**src/rtl/curve_reg_bank.sv**
```systemverilog
// curve_reg_bank: I2C-facing register bank plus start/done/timeout controller for the Curve25519 core.
// Optional build macro CURVE_OPERAND_LOCK_EN rejects operand writes while an operation is in flight.
module curve_reg_bank #(
  parameter logic [7:0]  ID_VALUE       = 8'hC2,
  parameter logic [23:0] TIMEOUT_CYCLES = 24'hFFFFFF
) (
  input  logic         clk,
  input  logic         reset,
  input  logic [7:0]   subaddr_7_0_in,
  input  logic [7:0]   wr_bus_7_0_in,
  input  logic         wr_pulse,
  output logic [7:0]   rd_bus_7_0_out,
  input  logic         rd_pulse,
  output logic         core_start,
  output logic [255:0] core_scalar,
  output logic [255:0] core_point,
  input  logic         core_done,
  input  logic [255:0] core_result,
  output logic         done_int
);

  typedef enum logic [1:0] {
    S_IDLE,
    S_BUSY,
    S_DONE
  } state_t;

  localparam logic [7:0]  ADDR_CTRL   = 8'h60;
  localparam logic [7:0]  ADDR_STATUS = 8'h61;
  localparam logic [7:0]  ADDR_ID     = 8'h62;
  localparam logic [23:0] TMO_LAST    = TIMEOUT_CYCLES - 24'd1;

  state_t        state;
  logic [23:0]   tmo_cnt;
  logic [255:0]  scalar_q;
  logic [255:0]  point_q;
  logic [255:0]  result_q;
  logic          int_en;
  logic          err_to;
  logic          err_wr;

  logic [7:0]    byte_sel;
  logic          wr_ctrl;
  logic          start_req;
  logic          status_ack;
  logic          operand_wr;
  logic          operand_wr_ok;
  logic          wr_scalar;
  logic          wr_point;
  logic [7:0]    status_byte;
  logic [7:0]    rd_next;

  // Bit offset of the addressed byte inside a 32-byte operand/result window.
  assign byte_sel    = {subaddr_7_0_in[4:0], 3'b000};

  assign wr_ctrl     = wr_pulse && (subaddr_7_0_in == ADDR_CTRL);
  assign start_req   = wr_ctrl && wr_bus_7_0_in[0] && (state != S_BUSY);
  assign status_ack  = rd_pulse && (subaddr_7_0_in == ADDR_STATUS);
  assign operand_wr  = wr_pulse && (subaddr_7_0_in[7:6] == 2'b00);

`ifdef CURVE_OPERAND_LOCK_EN
  assign operand_wr_ok = operand_wr && (state != S_BUSY);
`else
  assign operand_wr_ok = operand_wr;
`endif

  assign wr_scalar   = operand_wr_ok && !subaddr_7_0_in[5];
  assign wr_point    = operand_wr_ok &&  subaddr_7_0_in[5];

  assign status_byte = {4'b0000, err_wr, err_to, state == S_DONE, state == S_BUSY};

  assign core_scalar = scalar_q;
  assign core_point  = point_q;

  // NOTE: the operand bytes feed the core combinationally, so they are reset like
  // ordinary registers instead of being treated as uninitialised RAM.
  always_ff @(posedge clk or negedge reset) begin
    if (!reset) begin
      scalar_q <= '0;
      point_q  <= '0;
    end else begin
      if (wr_scalar) scalar_q[byte_sel +: 8] <= wr_bus_7_0_in;
      if (wr_point)  point_q[byte_sel +: 8]  <= wr_bus_7_0_in;
    end
  end

  always_comb begin
    // NOTE: default assignment first, so every path drives rd_next and no latch is inferred.
    rd_next = 8'h00;
    case (subaddr_7_0_in[7:5])
      3'b000:  rd_next = scalar_q[byte_sel +: 8];
      3'b001:  rd_next = point_q[byte_sel +: 8];
      3'b010:  rd_next = result_q[byte_sel +: 8];
      3'b011: begin
        case (subaddr_7_0_in)
          ADDR_CTRL:   rd_next = {6'b000000, int_en, 1'b0};
          ADDR_STATUS: rd_next = status_byte;
          ADDR_ID:     rd_next = ID_VALUE;
          default:     rd_next = 8'h00;
        endcase
      end
      default: rd_next = 8'h00;
    endcase
  end

  always_ff @(posedge clk or negedge reset) begin
    if (!reset) begin
      rd_bus_7_0_out <= 8'h00;
    end else begin
      rd_bus_7_0_out <= rd_next;
    end
  end

  // NOTE: all state here uses non-blocking assignments so every register samples
  // pre-edge values, independent of statement order.
  always_ff @(posedge clk or negedge reset) begin
    if (!reset) begin
      state      <= S_IDLE;
      tmo_cnt    <= '0;
      core_start <= 1'b0;
      result_q   <= '0;
      int_en     <= 1'b0;
      err_to     <= 1'b0;
      err_wr     <= 1'b0;
      done_int   <= 1'b0;
    end else begin
      core_start <= 1'b0;
      done_int   <= (state == S_DONE) && int_en;
      if (wr_ctrl) int_en <= wr_bus_7_0_in[1];

      case (state)
        S_IDLE, S_DONE: begin
          if (start_req) begin
            state      <= S_BUSY;
            core_start <= 1'b1;
            tmo_cnt    <= '0;
            err_to     <= 1'b0;
            err_wr     <= 1'b0;
          end else if ((state == S_DONE) && status_ack) begin
            state <= S_IDLE;
          end
        end
        S_BUSY: begin
`ifdef CURVE_OPERAND_LOCK_EN
          if (operand_wr) err_wr <= 1'b1;
`endif
          // A completion landing on the timeout cycle takes priority over the abort.
          if (core_done) begin
            result_q <= core_result;
            state    <= S_DONE;
          end else if (tmo_cnt == TMO_LAST) begin
            err_to <= 1'b1;
            state  <= S_DONE;
          end else begin
            tmo_cnt <= tmo_cnt + 24'd1;
          end
        end
        default: state <= S_IDLE;
      endcase
    end
  end

endmodule

```
**config.mk**
```make
export PLATFORM = sky130hd
export DESIGN_NAME = curve_reg_bank
export DESIGN_NICKNAME = d
export VERILOG_FILES = /design/src/rtl/curve_reg_bank.sv
export SDC_FILE = /design/constraint.sdc
export NUM_CORES = 1
export LEC_CHECK = 0
export CORE_UTILIZATION = 40
export CTS_BUF_LIST = sky130_fd_sc_hd__clkbuf_4 sky130_fd_sc_hd__clkbuf_8
export CTS_CLUSTER_DIAMETER = 120
export CTS_CLUSTER_SIZE = 30
export DETAILED_ROUTE_END_ITERATION = 6
export PLACE_DENSITY = 0.66
export SLEW_MARGIN = 40
export SYNTH_ARGS = -nofsm -noshare
export SYNTH_HDL_FRONTEND = slang
export SYNTH_SLANG_ARGS = --single-unit
export TNS_END_PERCENT = 30
```
**constraint.sdc**
```tcl
create_clock -name clk -period 2.9 [get_ports clk]
set_input_delay 0.29 -clock clk [delete_from_list [all_inputs] [get_ports clk]]
set_output_delay 0.29 -clock clk [all_outputs]
set_load 0.02 [all_outputs]
```
# Yosys cells after proc, flatten, opt, wreduce, memory -nomap -nowiden
# Index checks and enable logic that the tools add are counted.
[word_totals]
reg_bits = 806
latchBits = 0
ram_bits = 0
mem_bits_ro = 0
inputBits = 277
wordCells = 71
mem_count = 0
[classes]
add_sub_neg = 2
n_mul = 0
div = 0
n_lt_le_gt_ge = 0
eq_ne = 16
shifts = 5
mux = 19
bitwise_logic = 0
reduce_logical = 19
[ops]
columns = ["operator", "n"]
rows = [
  ["256-bit by 9-bit variable part select with 8-bit output", 3],
  ["256-bit bitwise mux", 2],
  ["8-bit by 10-bit variable shift with 256-bit output (first input constant)", 1],
  ["8-bit by 10-bit variable part select with 256-bit output", 1],
  ["24-bit 2-to-1 mux", 3],
  ["24-bit one-hot mux with 2 select lines", 1],
  ["8-bit one-hot mux with 4 select lines", 1],
  ["24-bit by 1-bit adder with 24-bit output (second input constant)", 1],
  ["24-bit equality test (second input constant)", 1],
  ["8-bit by 7-bit equality test with 1-bit output (second input constant)", 3],
  ["8-bit one-hot mux with 3 select lines", 1],
  ["8-bit negator with 10-bit output", 1],
  ["1-bit logical AND", 9],
  ["2-bit 2-to-1 mux", 4],
  ["4-bit AND reduction", 2],
  ["3-bit by 2-bit equality test with 1-bit output (second input constant)", 2],
  ["2-bit inequality test (second input constant)", 3],
  ["1-bit 2-to-1 mux", 5],
  ["2-bit logical NOT", 2],
  ["2-bit by 1-bit inequality test with 1-bit output (second input constant)", 2],
  ["2-bit one-hot mux with 2 select lines", 1],
  ["2-bit AND reduction", 2],
  ["3-bit by 1-bit equality test with 1-bit output (second input constant)", 1],
  ["3-bit logical NOT", 1],
  ["8 further kinds", 8],
]

# Longest topological paths before layout
[depth]
ltp_word = 6
depth_mapped = 13
mapped_depth_nobuf = 9

# Least setup slack after synthesis
# Ideal clock, no wire load.
[synth_timing]
path_type = "input to register"
start = "input port subaddr_7_0_in[1]"
end = "register scalar_q[176], in the netlist core_scalar[176]"
setup_ns = 0.125
arrival_time_ns = 2.955
slack_ns = -0.180
path_stages = 11
cell_sequence = "buf_2 clkinv_1 clkbuf_1 clkbuf_1 ha_1 buf_2 xor2_1 and2_1 clkbuf_1 nand2_1 mux2_2"
[synth_between]
elab_chain_cells = 3
[synth_rtl]
columns = ["element", "line_no", "source"]
rows = [
  ["from (decl)", "9", "input logic [7:0] subaddr_7_0_in,"],
  ["8-bit negator with 10-bit output (*)", "82", "if (wr_scalar) scalar_q[byte_sel +: 8] <= wr_bus_7_0_in;"],
  ["8-bit by 10-bit variable part select with 256-bit output / 8-bit by 10-bit variable shift with 256-bit output (equally long branches)", "82", ""],
  ["256-bit bitwise mux (*)", "82", ""],
  ["to (signal, indexed assignment)", "82", ""],
  ["to (decl)", "35", "logic [255:0] scalar_q;"],
]
# Every way passes the cells marked *; elsewhere a longest branch is shown, timed or not.
# A chain may end at the register's enable or synchronous reset.

# Final worst setup path
[layout_timing]
start = "register point_q[92], in the netlist core_point[92]"
end = "register rd_bus_7_0_out[4]"
[layout_between]
elab_chain_cells = 2
[layout_rtl]
columns = ["element", "line_no", "source"]
rows = [
  ["from (decl)", "36", "logic [255:0] point_q;"],
  ["from (signal, indexed assignment)", "83", "if (wr_point) point_q[byte_sel +: 8] <= wr_bus_7_0_in;"],
  ["256-bit by 9-bit variable part select with 8-bit output", "92", "3'b001: rd_next = point_q[byte_sel +: 8];"],
  ["8-bit one-hot mux with 4 select lines", "90", "case (subaddr_7_0_in[7:5])"],
  ["net rd_next[4]", "51", "logic [7:0] rd_next;"],
  ["to (signal assigned)", "110", "rd_bus_7_0_out <= rd_next;"],
  ["to (decl)", "12", "output logic [7:0] rd_bus_7_0_out,"],
]
# The timed path passes the listed nets, and every way through them passes these cells.

==> reports/results.tsv <==
metric	value	unit
rows	115	
power_leakage	23.8	nW
grt-busiest-layer	met2	
yosysWarningCount	0	
yosysUniqueCellTypes	86	
routabilityCongestion	1.00	
critical_path_required	3510	ps
antenna_found_initial	32	
fin_area	53300	um^2
cts_setup_buffers	0	
skew	48.2	ps
crit_fanout	3	
total_power	21.0	mW
die_w	317	um
vdd_drop_max	314	uV
syn_nets	3575	
grt_usage	40.3	%
p_sw_share	30.6	%
avgSynthCellArea	12.1	um^2
fin_util	54.2	%
start_util	40.4	%
wl_per_cell	37.0	um
grt_pass1_vias	35700	
clkSinkCount	806	
grtUsageMet2	64.5	%
cp-end-kind	flop	
drtIter0Drc	4674	
tightest_slew	898	ps
finalCritPeriodShare	94.5	%
grt_max_degree	98	
relSlewSlack	40.0	%
fill_cells	8603	
synthFlopType	dfrtp_1	
r2r_start	core_point[92]	
p_sw	6.44	mW
drv_cap	0	
hpwlAfterDp	160000	um
drc	1	
drt_wl_total	208000	um
crit_type	reg2reg	
place_area	52700	um^2
htreeDepth	2	
violations	design-rule violations	
synth_edf_count	0	
power_frac_clock	23.9	%
ctsLongestPathBuffers	3	
numPortBuffers	798	
combPwrFrac	18.5	%
whs	118	ps
power_frac_seq	57.6	%
viasPerCell	6.53	
cts_buffers	34	
num_vias	36600	
core	98400	um^2
fp.dieArea	101000	um^2
antenna_left	0	
final_max_slew_viol_count	0	
synthCells	3292	
r2r_end	rd_bus_7_0_out[4]	
die_h	317	um
ff2ff_path_depth	6	
grt-ovfl-total	0	
status	finished with violations	
hold_viol	0	
clkTransAtPathRegs	180	ps
layout.nets	4586	
drt_pre_antenna_iters	7	
seq_area_frac_synth	50.8	%
ioPinCount	799	
areaGrowthSynthToFinish	34.2	%
clockRootBuffer	clkbuf_8	
grt_pass1_wl	284000	um
use_met1	48.5	%
yosys_register_bits	806	
cp-start-kind	flop	
min_period	2740	ps
gr-usage-met3	10.2	%
cts_tree	built	
power_per_cell_area	395	nW/um^2
setup_violations	0	
syn-cell-area	39700	um^2
drive_above_1_share	30.6	%
rsz0062_at_grt	false	
min_path_type	in2async	
synthArstFlopShare	100	%
max_freq	365	MHz
reg2reg_slack	160	ps
crit_arrival	3350	ps
insertion_delay	760	ps
internal_power	14.6	mW
cell usage in the layout (no fill, tap or decap), types with 21 or more instances in the layout:
master           synthesis  layout
buf_4                   12     347
o21a_1                  36      36
a221o_1                 56      56
a22oi_1                 22      22
and3_1                  33      33
nand2b_1                41      40
mux2_2                 750     750
mux2_1                  21      21
a221oi_1               103     103
a211oi_1                32      32
a21oi_1                 84      84
nor2_1                  80      76
and2_1                  82      82
o221ai_1               140     140
clkdlybuf4s50_1          0     791
nor2_2                  20      23
dfrtp_1                806     806
o21ai_0                130     130
nand2_1                109     108
clkbuf_8                 0      38
inv_1                   31      30
o211ai_1                21      21
nand3_1                 26      26
buf_12                   0      93
o22ai_1                128     128
flip-flops by register name, summed over array words and instances (netlist names):
name            cells
core_point        256
core_scalar       256
result_q          256
tmo_cnt            24
rd_bus_7_0_out      8
state               2
core_start          1
done_int            1
err_to              1
int_en              1
area by class of cell:
| class | count | area (um^2) | area share [%] |
|---|---|---|---|
| antenna | 10 | 25.0 | 0.0469 |
| inverter | 36 | 139 | 0.261 |
| timing repair buffer | 1237 | 12400 | 23.3 |
| tap | 1287 | 1610 | 3.02 |
| clock buffer | 38 | 523 | 0.981 |
| clock inverter | 4 | 68.8 | 0.129 |
| sequential | 806 | 20200 | 37.8 |
| multi-input combinational | 2188 | 18300 | 34.4 |
metrics by stage:
| step | TNS, ps | cells | setup slack [ps] |
|---|---|---|---|
| 2_1_floorplan | 0 | 3292 | 27.5 |
| 3_3_place_gp | -2110 | 5553 | -524 |
| 3_5_place_dp | -4650 | 5553 | -340 |
| 4_1_cts | 0 | 5596 | 231 |
| 5_1_grt | 0 | 5606 | 171 |
| 6_report | 0 | 5606 | 158 |
cells in the mapped netlist (all sizes together) (36+ instances only):
cell type | n | area [um^2]
nand2 | 135 | 612
clkbuf | 133 | 499
o21a | 36 | 270
a221o | 56 | 561
o221ai | 140 | 1230
o21ai | 132 | 661
and2 | 82 | 513
nor2 | 106 | 493
mux2 | 771 | 8680
a21oi | 85 | 429
nand2b | 41 | 257
dfrtp | 806 | 20200
a221oi | 103 | 902
o22ai | 128 | 801
buf | 129 | 672
worst max path at each step:
| stage | startpoint | end | slack (ps) | depth (start not counted) |
|---|---|---|---|---|
| floorplan | subaddr_7_0_in[1] | core_scalar[176] | 30 | 11 |
| global placement | subaddr_7_0_in[7] | rd_bus_7_0_out[4] | -520 | 9 |
| detailed placement | subaddr_7_0_in[5] | rd_bus_7_0_out[2] | -340 | 9 |
| CTS | core_point[84] | rd_bus_7_0_out[4] | 230 | 6 |
| global route | tmo_cnt[2] | tmo_cnt[9] | 170 | 9 |
| finish | core_point[92] | rd_bus_7_0_out[4] | 160 | 6 |
metal layers:
metal | wire (um) | vias up | share of wire (%)
li1 | - | 14700 | -
met1 | 74800 | 18800 | 36
met2 | 96200 | 2457 | 46
met3 | 20600 | 652 | 9.9
met4 | 15900 | 32 | 7.6
met5 | 227 | - | 0.11
cell families (layout without fill, tap and decap cells):
kind of cell	after synthesis	after routing	synth area share (%)
simple gates	511	511	7.09
xor+xnor	23	23	0.507
fa+ha+maj	6	6	0.189
buf+inv	298	1315	3.29
compound gates	876	876	16.3
mux	772	772	21.9
flops	806	806	50.8
other cells	0	10	0
power by group through the flow:
stage / logic, mW / registers [mW] / clock network [mW]
2_1_floorplan: 1.43 / 12.3 / 0
6_report: 3.90 / 12.1 / 5.02
3_3_place_gp: 3.78 / 12.3 / 0
4_1_cts: 3.83 / 12.1 / 5.04
5_1_grt: 4.06 / 12.1 / 5.35
3_5_place_dp: 3.82 / 12.3 / 0
worst max-delay path, stage by stage (launching register included):
cell and delay [ps]:
dfrtp_1 470, a221oi_1 420, a21oi_1 270, a2111oi_1 890, a31oi_1 180, a211oi_1 290
o22ai_1 110
repair_timing:
action	in CTS	in global routing
resized for setup	0	0
hold buffers	1	0
setup endpoints to repair	0	0
hold endpoints to repair	145	0
Note: power is estimated with default switching activity, not from simulation.
